<file path="config.mk">
export PLATFORM = sky130hd
export DESIGN_NAME = demux_byte_scanner_flat
export DESIGN_NICKNAME = d
export VERILOG_FILES = /design/src/rtl/demux_byte_scanner_if.sv /design/src/rtl/demux_byte_scanner.sv /design/src/flat_wrapper.sv
export SDC_FILE = /design/constraint.sdc
export NUM_CORES = 1
export LEC_CHECK = 0
export ABC_AREA = 0
export CAP_MARGIN = 20
export CORE_ASPECT_RATIO = 1.1
export CORE_MARGIN = 2
export CORE_UTILIZATION = 50
export DETAILED_ROUTE_END_ITERATION = 10
export PLACE_DENSITY = 0.75
export SYNTH_ARGS = -nofsm -noshare
export SYNTH_HDL_FRONTEND = slang
export SYNTH_SLANG_ARGS = --single-unit
</file>
<file path="constraint.sdc">
create_clock -name clk -period 2.6 [get_ports clk]
set_input_delay 0.26 -clock clk [delete_from_list [all_inputs] [get_ports clk]]
set_output_delay 0.26 -clock clk [all_outputs]
set_load 0.03 [all_outputs]
</file>
<file path="src/rtl/demux_byte_scanner_if.sv">
// Byte-in handshake plus serial bit/select outputs
// of the demux byte scanner.
interface demux_byte_scanner_if;
  logic       in_valid;
  logic [7:0] in_data;
  logic       in_ready;
  logic       a;
  logic [2:0] s;
  logic       out_valid;
  logic       busy;
  logic       done;

  modport master (
    output in_valid, in_data,
    input  in_ready, a, s, out_valid, busy, done
  );

  modport slave (
    input  in_valid, in_data,
    output in_ready, a, s, out_valid, busy, done
  );
endinterface

</file>
<file path="src/rtl/demux_byte_scanner.sv">
// Serialises one byte onto a/s for a 1-to-8 demux,
// holding each select value for HOLD_CYCLES cycles.
module demux_byte_scanner #(
  parameter int HOLD_CYCLES = 1,
  parameter bit LSB_FIRST   = 1'b1
) (
  input logic            clk,
  input logic            rst,
  demux_byte_scanner_if.slave bus
);

  typedef enum logic {IDLE, SCAN} state_e;

  localparam logic [7:0] HOLD_LAST = 8'(HOLD_CYCLES - 1);
  localparam logic [2:0] IDX_FIRST = LSB_FIRST ? 3'd0 : 3'd7;
  localparam logic [2:0] IDX_LAST  = LSB_FIRST ? 3'd7 : 3'd0;

  state_e     state_q, state_d;
  logic [7:0] byte_q, byte_d;
  logic [2:0] idx_q, idx_d;
  logic [7:0] hold_q, hold_d;
  logic       rdy_q, rdy_d;
  logic       a_q, a_d;
  logic [2:0] s_q, s_d;
  logic       vld_q, vld_d;
  logic       busy_q, busy_d;
  logic       done_q, done_d;
  logic [2:0] idx_nxt;

  always_ff @(posedge clk) begin
    if (rst) begin
      state_q <= IDLE;
      byte_q  <= '0;
      idx_q   <= '0;
      hold_q  <= '0;
      rdy_q   <= 1'b1;
      a_q     <= 1'b0;
      s_q     <= '0;
      vld_q   <= 1'b0;
      busy_q  <= 1'b0;
      done_q  <= 1'b0;
    end else begin
      state_q <= state_d;
      byte_q  <= byte_d;
      idx_q   <= idx_d;
      hold_q  <= hold_d;
      rdy_q   <= rdy_d;
      a_q     <= a_d;
      s_q     <= s_d;
      vld_q   <= vld_d;
      busy_q  <= busy_d;
      done_q  <= done_d;
    end
  end

  always_comb begin
    state_d = state_q;
    byte_d  = byte_q;
    idx_d   = idx_q;
    hold_d  = hold_q;
    rdy_d   = rdy_q;
    a_d     = a_q;
    s_d     = s_q;
    vld_d   = vld_q;
    busy_d  = busy_q;
    done_d  = 1'b0;
    idx_nxt = LSB_FIRST ? idx_q + 3'd1
                        : idx_q - 3'd1;
    unique case (state_q)
      IDLE: begin
        rdy_d  = 1'b1;
        a_d    = 1'b0;
        s_d    = '0;
        vld_d  = 1'b0;
        busy_d = 1'b0;
        if (bus.in_valid) begin
          state_d = SCAN;
          byte_d  = bus.in_data;
          idx_d   = IDX_FIRST;
          hold_d  = '0;
          rdy_d   = 1'b0;
          a_d     = bus.in_data[IDX_FIRST];
          s_d     = IDX_FIRST;
          vld_d   = 1'b1;
          busy_d  = 1'b1;
        end
      end
      SCAN: begin
        if (hold_q == HOLD_LAST) begin
          hold_d = '0;
          // last index ends the scan; no wrap
          if (idx_q == IDX_LAST) begin
            state_d = IDLE;
            done_d  = 1'b1;
            rdy_d   = 1'b1;
            a_d     = 1'b0;
            s_d     = '0;
            vld_d   = 1'b0;
            busy_d  = 1'b0;
          end else begin
            idx_d = idx_nxt;
            s_d   = idx_nxt;
            a_d   = byte_q[idx_nxt];
          end
        end else begin
          hold_d = hold_q + 8'd1;
        end
      end
      default: state_d = IDLE;
    endcase
  end

  assign bus.in_ready  = rdy_q;
  assign bus.a         = a_q;
  assign bus.s         = s_q;
  assign bus.out_valid = vld_q;
  assign bus.busy      = busy_q;
  assign bus.done      = done_q;

endmodule

</file>
<file path="src/flat_wrapper.sv">
// flat-port wrapper written by rule: the top's interface ports become plain ports
module demux_byte_scanner_flat 
#(
  parameter int HOLD_CYCLES = 1,
  parameter bit LSB_FIRST   = 1'b1
)
  (clk, rst, bus_in_valid, bus_in_data, bus_in_ready, bus_a, bus_s, bus_out_valid, bus_busy, bus_done);
  demux_byte_scanner_if bus_i ();
  input logic clk;
  input logic rst;
  input wire logic [$bits(bus_i.in_valid)-1:0] bus_in_valid;
  input wire logic [$bits(bus_i.in_data)-1:0] bus_in_data;
  output wire logic [$bits(bus_i.in_ready)-1:0] bus_in_ready;
  output wire logic [$bits(bus_i.a)-1:0] bus_a;
  output wire logic [$bits(bus_i.s)-1:0] bus_s;
  output wire logic [$bits(bus_i.out_valid)-1:0] bus_out_valid;
  output wire logic [$bits(bus_i.busy)-1:0] bus_busy;
  output wire logic [$bits(bus_i.done)-1:0] bus_done;
  assign bus_i.in_valid = bus_in_valid;
  assign bus_i.in_data = bus_in_data;
  assign bus_in_ready = bus_i.in_ready;
  assign bus_a = bus_i.a;
  assign bus_s = bus_i.s;
  assign bus_out_valid = bus_i.out_valid;
  assign bus_busy = bus_i.busy;
  assign bus_done = bus_i.done;
  demux_byte_scanner #(.HOLD_CYCLES(HOLD_CYCLES), .LSB_FIRST(LSB_FIRST)) u_core (.clk(clk), .rst(rst), .bus(bus_i));
endmodule
</file>
==> results of run 1 <==
-- critical path, stage by stage, from the launching register on --
cell	delay, ps
dfxtp_1	400
ha_1	230
ha_1	220
nor2b_1	370
nand3_2	160
mux2_1	350
nor2_1	80
-- area by class of cell --
| class | count | share of cell area [%] |
|---|---|---|
| well taps | 31 | 2.614 |
| clock buffers | 4 | 1.771 |
| multi-input cells | 108 | 45.53 |
| inverters | 2 | 0.5059 |
| repair buffers | 20 | 13.15 |
| flip-flops and latches | 27 | 36.43 |
-- cells by family (layout without fill, tap and decap cells) --
group | Yosys count | in the layout
multiplexers | 5 | 5
AND/OR/NAND/NOR | 67 | 67
adder cells (fa/ha/maj) | 4 | 4
buffers and inverters | 10 | 26
flip-flops | 27 | 27
AO/OA/AOI/OAI | 32 | 32
-- stage by stage --
stage	power, uW	hold slack (ps)	cells
2_1_floorplan	508.2	396.0	145
3_5_place_dp	546.9	445.8	188
4_1_cts	726.1	455.0	192
6_report	720.0	455.8	192
5_1_grt	756.9	460.8	192
3_3_place_gp	543.8	436.8	188
-- worst paths after layout --
path / startpoint / endpoint / slack (ps) / depth (start not counted)
setup / recovery: u_core.idx_q[0] / u_core.idx_q[0] / 750 / 6
hold / removal: bus_in_data[6] / u_core.byte_q[6] / 460 / 3
setup reg to reg: u_core.idx_q[0] / u_core.idx_q[0] / 750 / 6
hold reg to reg: u_core.bus.s[1] / u_core.bus.s[1] / 460 / 2
-- layer usage --
metal  part of all wire (%)  wire length [um]  GRT usage [%]
met1                     46              1157          23.74
met2                     49              1238          31.10
met3                    3.3                83          3.191
met4                    2.2                55          10.90
met5                      0                 0              0
-- report_power, final --
part           switching [uW]  internal (uW)
Sequential               12.8            428
Clock                     122           60.4
Combinational            49.4           47.0
-- registers in the layout, indices dropped and copies added, names as in the netlist, 3 cells and up --
name and count:
u_core.byte_q 8, u_core.bus.s 3, u_core.hold_q 8, u_core.idx_q 3
-- cell usage after synthesis --
cell type / count / share of area (%)
a211o_1: 1 / 0.69
a21boi_1: 1 / 0.59
a21boi_2: 1 / 0.89
a21oi_1: 18 / 7.1
a21oi_2: 1 / 0.69
a22oi_1: 1 / 0.59
a31oi_1: 3 / 1.5
and2_1: 1 / 0.49
and3_1: 2 / 0.99
buf_4: 1 / 0.59
buf_6: 1 / 0.89
clkbuf_1: 6 / 1.8
dfxtp_1: 27 / 43
ha_1: 4 / 4.0
inv_1: 2 / 0.59
mux2_1: 1 / 0.89
mux2i_1: 3 / 2.4
mux4_2: 1 / 1.8
nand2_1: 25 / 7.4
nand2_4: 1 / 0.89
nand2b_1: 2 / 0.99
nand3_1: 9 / 3.6
nand3_2: 1 / 0.79
nand3b_1: 3 / 1.8
nand4_1: 3 / 1.5
nand4b_1: 1 / 0.69
nor2_1: 5 / 1.5
nor2b_1: 5 / 2.5
nor3_1: 3 / 1.2
nor3_2: 1 / 0.79
nor4b_4: 1 / 1.9
o21ai_0: 4 / 1.6
o31ai_1: 1 / 0.59
o32ai_1: 1 / 0.69
or3_1: 1 / 0.49
or3b_1: 3 / 2.1
==> metrics.cfg, run 1 <==
[cts]
clkSinkCount = 27
clkLatencyLatePin_ps = 330
post-cts-setup-buffer-count = 0
cts_root_buf = clkbuf_4
cts_tree = done
clk_pin_slew_ps = 130
cts.hold.buffers_added = 0
htree_levels = 1
cts_buffer_depth = 2
post_cts_resized = 0
numCtsBuffers = 3

[layout]
fin_util_pct = 60.60
n_antenna_cell = 0
nets = 177
layout_commonest_cell = dfxtp_1
fillers = 214
final_design_area_no_fill_sq_um = 1484
final_cell_mix = 27 x dfxtp_1, 25 x nand2_1, 18 x a21oi_1, 18 x clkdlybuf4s50_1, 9 x nand3_1
register_area_sq_um = 540.5
multiInputGateArea_sq_um = 675.6
drive_gt1_share_pct = 7.453
area.growth.synth_to_final_pct = 17.31

[timing]
clock.fmax_mhz = 539.3
finalCritPeriodShare_pct = 71.32
tightest_slew_ps = 700.9
drv_slew = 0
final.setup.worst_slack_ps = 745.7
skew_ps = 2.148
tns_ps = 0
finalSetupViolCount = 0
rsz0062_at_grt = no
finalCriticalPeriod_ps = 1854
hold_viol = 0
relSlewSlack_pct = 53.13

[logic_synthesis]
ys_seq_elements = 27
synth_area_sq_um = 1265
syn_avg_cell_area_sq_um = 8.724
synth_nets = 160
syn_inst = 145
seq_area_frac_synth_pct = 42.73
synth_top_family_by_area = simple AND/OR/NAND/NOR gates
yosys.area_share.simple_pct = 29.48
synthAdderAreaFrac_pct = 3.956
synth_compound_area_share_pct = 14.94
ys_types = 36
yosysWarningCount = 0
synth_mux_area_share_pct = 5.045
synthXorXnorAreaFrac_pct = 0

[critical_path]
required_ps = 2870
endpoint_kind = register
arrival_ps = 2130
crit_path_start_kind = register
path_class = reg -> reg
path_max_fanout = 6

[detailed_routing]
viasPerCell = 5.693
drc = 0
postRouteAntennaNets = 0
drt_iter0_drc = 20
dr.pass1.iters = 4
finalWirelength_um = 2534
routedWlPerCell_um = 13.20
num_vias = 1093

[min_path]
hp-class = in -> reg

[floorplanning]
dieArea_sq_um = 2949
fp.dieH_um = 56.76
fp.coreArea_sq_um = 2449
io_pins = 19
fp.dieW_um = 51.96
start_util_pct = 51.66
rows = 19

[pwr]
p_per_area_nw_per_um2 = 485.2
ir_drop_uv = 342.3
leakagePower_uw = 0.0005404

[placed_design]
place_area_sq_um = 1458
place_congestion = 0.7510
port_buffers = 18
place_hpwl_um = 1822
pre_cts_slack_ps = 782.3

[grt]
antenna_found_initial = 0
grt_pass1_vias = 1010
grt.total_usage_pct = 19.27
grt-ovfl-total = 0
grt_start_max_net_pins = 20
grt_pass1_wl_um = 4250

[status]
status = complete, no violations

[job]
cap_violations = 0

Power figures use the tool's default switching activity.
==> run 2, diff against run 1 <==
==> constraint.sdc (replaced) <==
create_clock -name clk -period 1.75 [get_ports clk]
set_input_delay 0.175 -clock clk [delete_from_list [all_inputs] [get_ports clk]]
set_output_delay 0.175 -clock clk [all_outputs]
set_load 0.03 [all_outputs]
==> metrics.cfg, run 2 (same netlist as run 1, synthesis figures left out) <==
[status]
status = complete, no violations

[critical_path]
endpoint_kind = register
path_class = reg -> reg
path_max_fanout = 6
cp_num_cells = 6
crit_family = simple AND/OR/NAND/NOR gates
crit_path_start_kind = register
slowest_delay_ps = 400
required_ps = 2000
r2r_end = u_core.hold_q[5]
arrival_ps = 1870
cpMaxStageDelayCell = dfxtp_1
r2r_slack_ps = 130
r2r_start = u_core.hold_q[0]
path_cells = inv_1 -> ha_1 -> nor4b_4 -> a21boi_2 -> or3b_1 -> a31oi_1
timing.critical_path.buf_inv = 1
r2r_cells = 6

[cts]
cts_root_buf = clkbuf_4
cts_tree = done
clkSinkCount = 27
clk_pin_slew_ps = 140
post_cts_resized = 0
cts_buffer_depth = 2
clkLatencyLatePin_ps = 330
cts.hold.buffers_added = 0
numCtsBuffers = 3
htree_levels = 1

[min_path]
holdPathEnd = u_core.byte_q[6]
hp-class = in -> reg
hold_depth = 3
hp-start = bus_in_data[6]

[pwr]
leakagePower_uw = 0.0005895
p_switching_uw = 271.9
switching_share_pct = 25.19
p_comb_share_pct = 15.3
pwr-share-seq_pct = 60.2
p_per_area_nw_per_um2 = 692.5
pwr-share-clk_pct = 24.5
intPower_uw = 807.7
ir_drop_uv = 604.4

[timing]
skew_ps = 14.86
tightest_slew_ps = 498.9
hold_viol = 0
whs_ps = 374.3
finalSetupViolCount = 0
relSlewSlack_pct = 66.62
final.setup.worst_slack_ps = 133.0
finalCriticalPeriod_ps = 1617
finalCritPeriodShare_pct = 92.40
clock.fmax_mhz = 618.4
tns_ps = 0
drv_slew = 0
rsz0062_at_grt = no

[detailed_routing]
viasPerCell = 5.604
num_vias = 1132
dr.pass1.iters = 4
drt_iter0_drc = 28
finalWirelength_um = 2605
routedWlPerCell_um = 12.90
drc = 0
postRouteAntennaNets = 0

[layout]
fillers = 207
area.growth.synth_to_final_pct = 23.24
reg_top3 = u_core.byte_q x8, u_core.hold_q x8
layout_commonest_cell = dfxtp_1
final_cell_mix = 27 x dfxtp_1, 25 x nand2_1, 18 x a21oi_1, 18 x clkdlybuf4s50_1, 12 x buf_4
final_design_area_no_fill_sq_um = 1559
fin_util_pct = 63.67
multiInputGateArea_sq_um = 675.6
drive_gt1_share_pct = 12.87
nets = 187
n_antenna_cell = 0
register_area_sq_um = 540.5

[grt]
grt.total_usage_pct = 19.72
antenna_found_initial = 0
grt-ovfl-total = 0
grt_pass1_vias = 1088
grt_start_max_net_pins = 15
grt_pass1_wl_um = 4485

[floorplanning]
start_util_pct = 51.66
dieArea_sq_um = 2949
fp.coreArea_sq_um = 2449
io_pins = 19
fp.dieW_um = 51.96
fp.dieH_um = 56.76
rows = 19

[placed_design]
place_area_sq_um = 1525
pre_cts_slack_ps = 156.4
place_hpwl_um = 1998
port_buffers = 18
place_congestion = 0.7937

[job]
cap_violations = 0

[run 2: changes by cell type in the layout (fill, tap and decap cells not counted), sizes merged]
cell	change
buf	+10
[run 2: how the worst max path moves through the flow]
stage	start	end	slack, ps
after floorplan	u_core.idx_q[0]	u_core.idx_q[0]	150
after global placement	u_core.hold_q[0]	u_core.hold_q[7]	210
after detailed placement	u_core.hold_q[0]	u_core.hold_q[7]	160
after CTS	u_core.hold_q[0]	u_core.hold_q[5]	130
after global routing	u_core.hold_q[0]	u_core.hold_q[7]	0.5
final	u_core.hold_q[0]	u_core.hold_q[5]	130
[run 2: final cells by class]
cell class	instances	share of cell area (%)
timing repair buffer	30	17.34
clock buffer	4	1.685
inverter	2	0.4815
multi-input combinational	108	43.34
tap	31	2.488
sequential	27	34.67
[run 2: worst min-delay path: cells and delay by family]
family	cells	cell delay [ps]
buffers and inverters	1	390
and+or+nand+nor	1	50
AOI/OAI and AO/OA	1	50
[run 2: routing by layer]
metal	part of all wire (%)	vias up	track usage (%)
met4	1.5	0	10.15
met2	47	35	32.01
li1	-	563	-
met1	46	528	24.92
met5	0	-	0
met3	5.1	6	2.660
[run 2: power groups by stage]
| stage | combinational (uW) | sequential [uW] | clock [uW] |
|---|---|---|---|
| final | 165 | 650 | 265 |
| after global routing | 180 | 652 | 288 |
| after CTS | 165 | 650 | 272 |
| after detailed placement | 165 | 663 | 0 |
| after global placement | 161 | 662 | 0 |
| after floorplan | 81.6 | 673 | 0 |
[run 2: through the flow]
stage,total power [uW],instances
final,1080,202
after global routing,1121,202
after CTS,1087,201
after detailed placement,827.7,197
after global placement,823.4,197
after floorplan,755.0,145
[run 2: timing repair]
| action | CTS | global route |
|---|---|---|
| setup endpoints to repair | 0 | 1 |
| endpoints found under the hold margin | 0 | 0 |
| setup buffers | 0 | 1 |
==> RTL edit: new RTL, settings of run 1 <==
`byte_q` no longer has a reset.
--- a/src/rtl/demux_byte_scanner.sv
+++ b/src/rtl/demux_byte_scanner.sv
@@ -30,7 +30,6 @@
   always_ff @(posedge clk) begin
     if (rst) begin
       state_q <= IDLE;
-      byte_q  <= '0;
       idx_q   <= '0;
       hold_q  <= '0;
       rdy_q   <= 1'b1;
@@ -41,7 +40,6 @@
       done_q  <= 1'b0;
     end else begin
       state_q <= state_d;
-      byte_q  <= byte_d;
       idx_q   <= idx_d;
       hold_q  <= hold_d;
       rdy_q   <= rdy_d;
@@ -51,6 +49,10 @@
       busy_q  <= busy_d;
       done_q  <= done_d;
     end
+  end
+
+  always_ff @(posedge clk) begin
+    byte_q <= byte_d;
   end
 
   always_comb begin
Check against the original RTL: same outputs for any inputs over 10 cycles, from zero or initial values and one cycle with rst high; that may be too few to reach the edited logic, so the function may still have changed.
==> RTL edit against run 1 <==
- sequential cell count is the same
- utilization rose by 1.8 points
- worst setup slack worse by 0.064 ns
- total power up 0.45%
- routed wire length is 11% lower
- non-clock buffer count is 2 lower
- count of clock-buffer cells in the layout down 1
- synthesized cell count is 20% lower
- synthesized area shrank 5.4%
- cell count shrank 16%
- die area is 5.0% lower
- design area fell by 5.2%
- critical endpoint unchanged
==> RTL edit: results (changes against run 1) <==
[run_status] status finished, final reports clean [unchanged]
[route] post-DR wirelength/cell 14.0 um [was 13.2 um]
[yosys] sequential share of the synthesized area 0.519 [was 0.427]
[pwr] total leakage power 0.000499 uW [was 0.000540 uW]
[route] total length of routed met2 wires 1.06 mm [was 1.24 mm]
[yosys] number of distinct standard cells referenced by the synthesized netlist 39 [was 36]
[hold_path] Hold Path Stages 2 [was 3]
[placement] detailed placer's ending HPWL 1.66 mm [was 1.82 mm]
[worst_setup_path] Critical Path Max Stage Delay 0.43 ns [was 0.40 ns]
[clocking] clock slew at reported path FFs 0.15 ns [was 0.13 ns]
[global_routing] Tot GR Track Use 0.172 [was 0.193]
[global_routing] Global Route met2 Usage 0.263 [was 0.311]
[worst_setup_path] internal reg-to-reg setup slack 0.68 ns [was 0.75 ns]
[route] metal3 WL 76 um [was 83 um]
[timing] final hold slack 0.470 ns [was 0.456 ns]
[worst_setup_path] CP max FO 7 [was 6]
[finish] proportion of layout cells with a drive suffix above 1 0.0606 [was 0.0745]
[yosys] top cells by area, synth dfxtp_1, edfxtp_1, a21oi_1 [was dfxtp_1, nand2_1, a21oi_1]
[route] count of routing violations after the opening detailed-route iteration 24 [was 20]
[finish] Final nets 148 [was 177]
[global_routing] global-route track usage on met3 0.0351 [was 0.0319]
[timing] worst clock skew 0.0147 ns [was 0.00215 ns]
[hold_path] Hold Path Sink u_core.bus.s[1]$_SDFFE_PP0P_ [was u_core.byte_q[6]$_SDFFE_PP0P_]
[worst_setup_path] CP Data Arrival Time 2.17 ns [was 2.13 ns]
[route] metal1 wirelength 1.10 mm [was 1.16 mm]
[pwr] maximum vdd drop 0.407 mV [was 0.342 mV]
[finish] total of fill cells in the finished design 199 [was 214]
[route] number of vias per cell 5.66 [was 5.69]
[yosys] number of nets produced by synthesis 131 [was 160]
[global_routing] vias in the first global route 811 [was 1010]
[yosys] number of synthesized flops with an enable pin 8 [was 0]
[global_routing] fraction of met1 tracks used by global routing 0.250 [was 0.237]
[timing] Slew @ Worst Pin 0.673 ns [was 0.701 ns]
[placement] weighted congestion reported at the end of routability-driven placement 0.831 [was 0.751]
## RTL edit: cell count changes after synthesis, sizes merged, moves of 3 or more
cell,delta
nand2,-19
a21oi,-8
dfxtp,-8
edfxtp,+8
clkbuf,-4
nor2,+4
nor2b,-4
nand3,-3
nand4,-3
or3b,-3
## RTL edit: power breakdown
group / internal (uW) / switching (uW) / total (uW)
registers: 449 / 11.8 / 461
logic: 40.2 / 42.3 / 82.5
clock network: 57.6 / 122 / 180
total: 547 / 176 / 723
## RTL edit: worst max-delay path: cells and delay by family, from the launching register on
| kind | cells | cell delay, ns |
|---|---|---|
| muxes | 1 | 0.34 |
| DFF | 1 | 0.43 |
| and+or+nand+nor | 3 | 0.64 |
| adders and majority gates | 2 | 0.45 |
## RTL edit: area by class of cell
cell class,instances,area [um^2],share of cell area
Multi-Input combinational cell,79,526,0.374
Sequential cell,27,621,0.441
Tap cell,30,37.5,0.0267
Clock buffer,3,22.5,0.0160
Clock inverter,1,5.00,0.00356
Timing Repair Buffer,18,180,0.128
Inverter,4,15.0,0.0107
## RTL edit: cells by family (layout without fill, tap and decap cells)
kind of cell / after synthesis / in the layout / share of synthesized area
multiplexers: 7 / 7 / 0.0701
AND/OR/NAND/NOR: 41 / 41 / 0.186
buffers and inverters: 10 / 26 / 0.0418
adder cells (fa/ha/maj): 4 / 4 / 0.0418
flip-flops: 27 / 27 / 0.519
AO/OA/AOI/OAI: 27 / 27 / 0.141
## RTL edit: metrics by stage
stage | instance area, um^2 | worst slack, ns | cells
2_1_floorplan | 1200 | 0.981 | 116
4_1_cts | 1410 | 0.682 | 162
3_5_place_dp | 1380 | 0.718 | 158
3_3_place_gp | 1380 | 0.726 | 158
5_1_grt | 1410 | 0.525 | 162
6_report | 1410 | 0.682 | 162
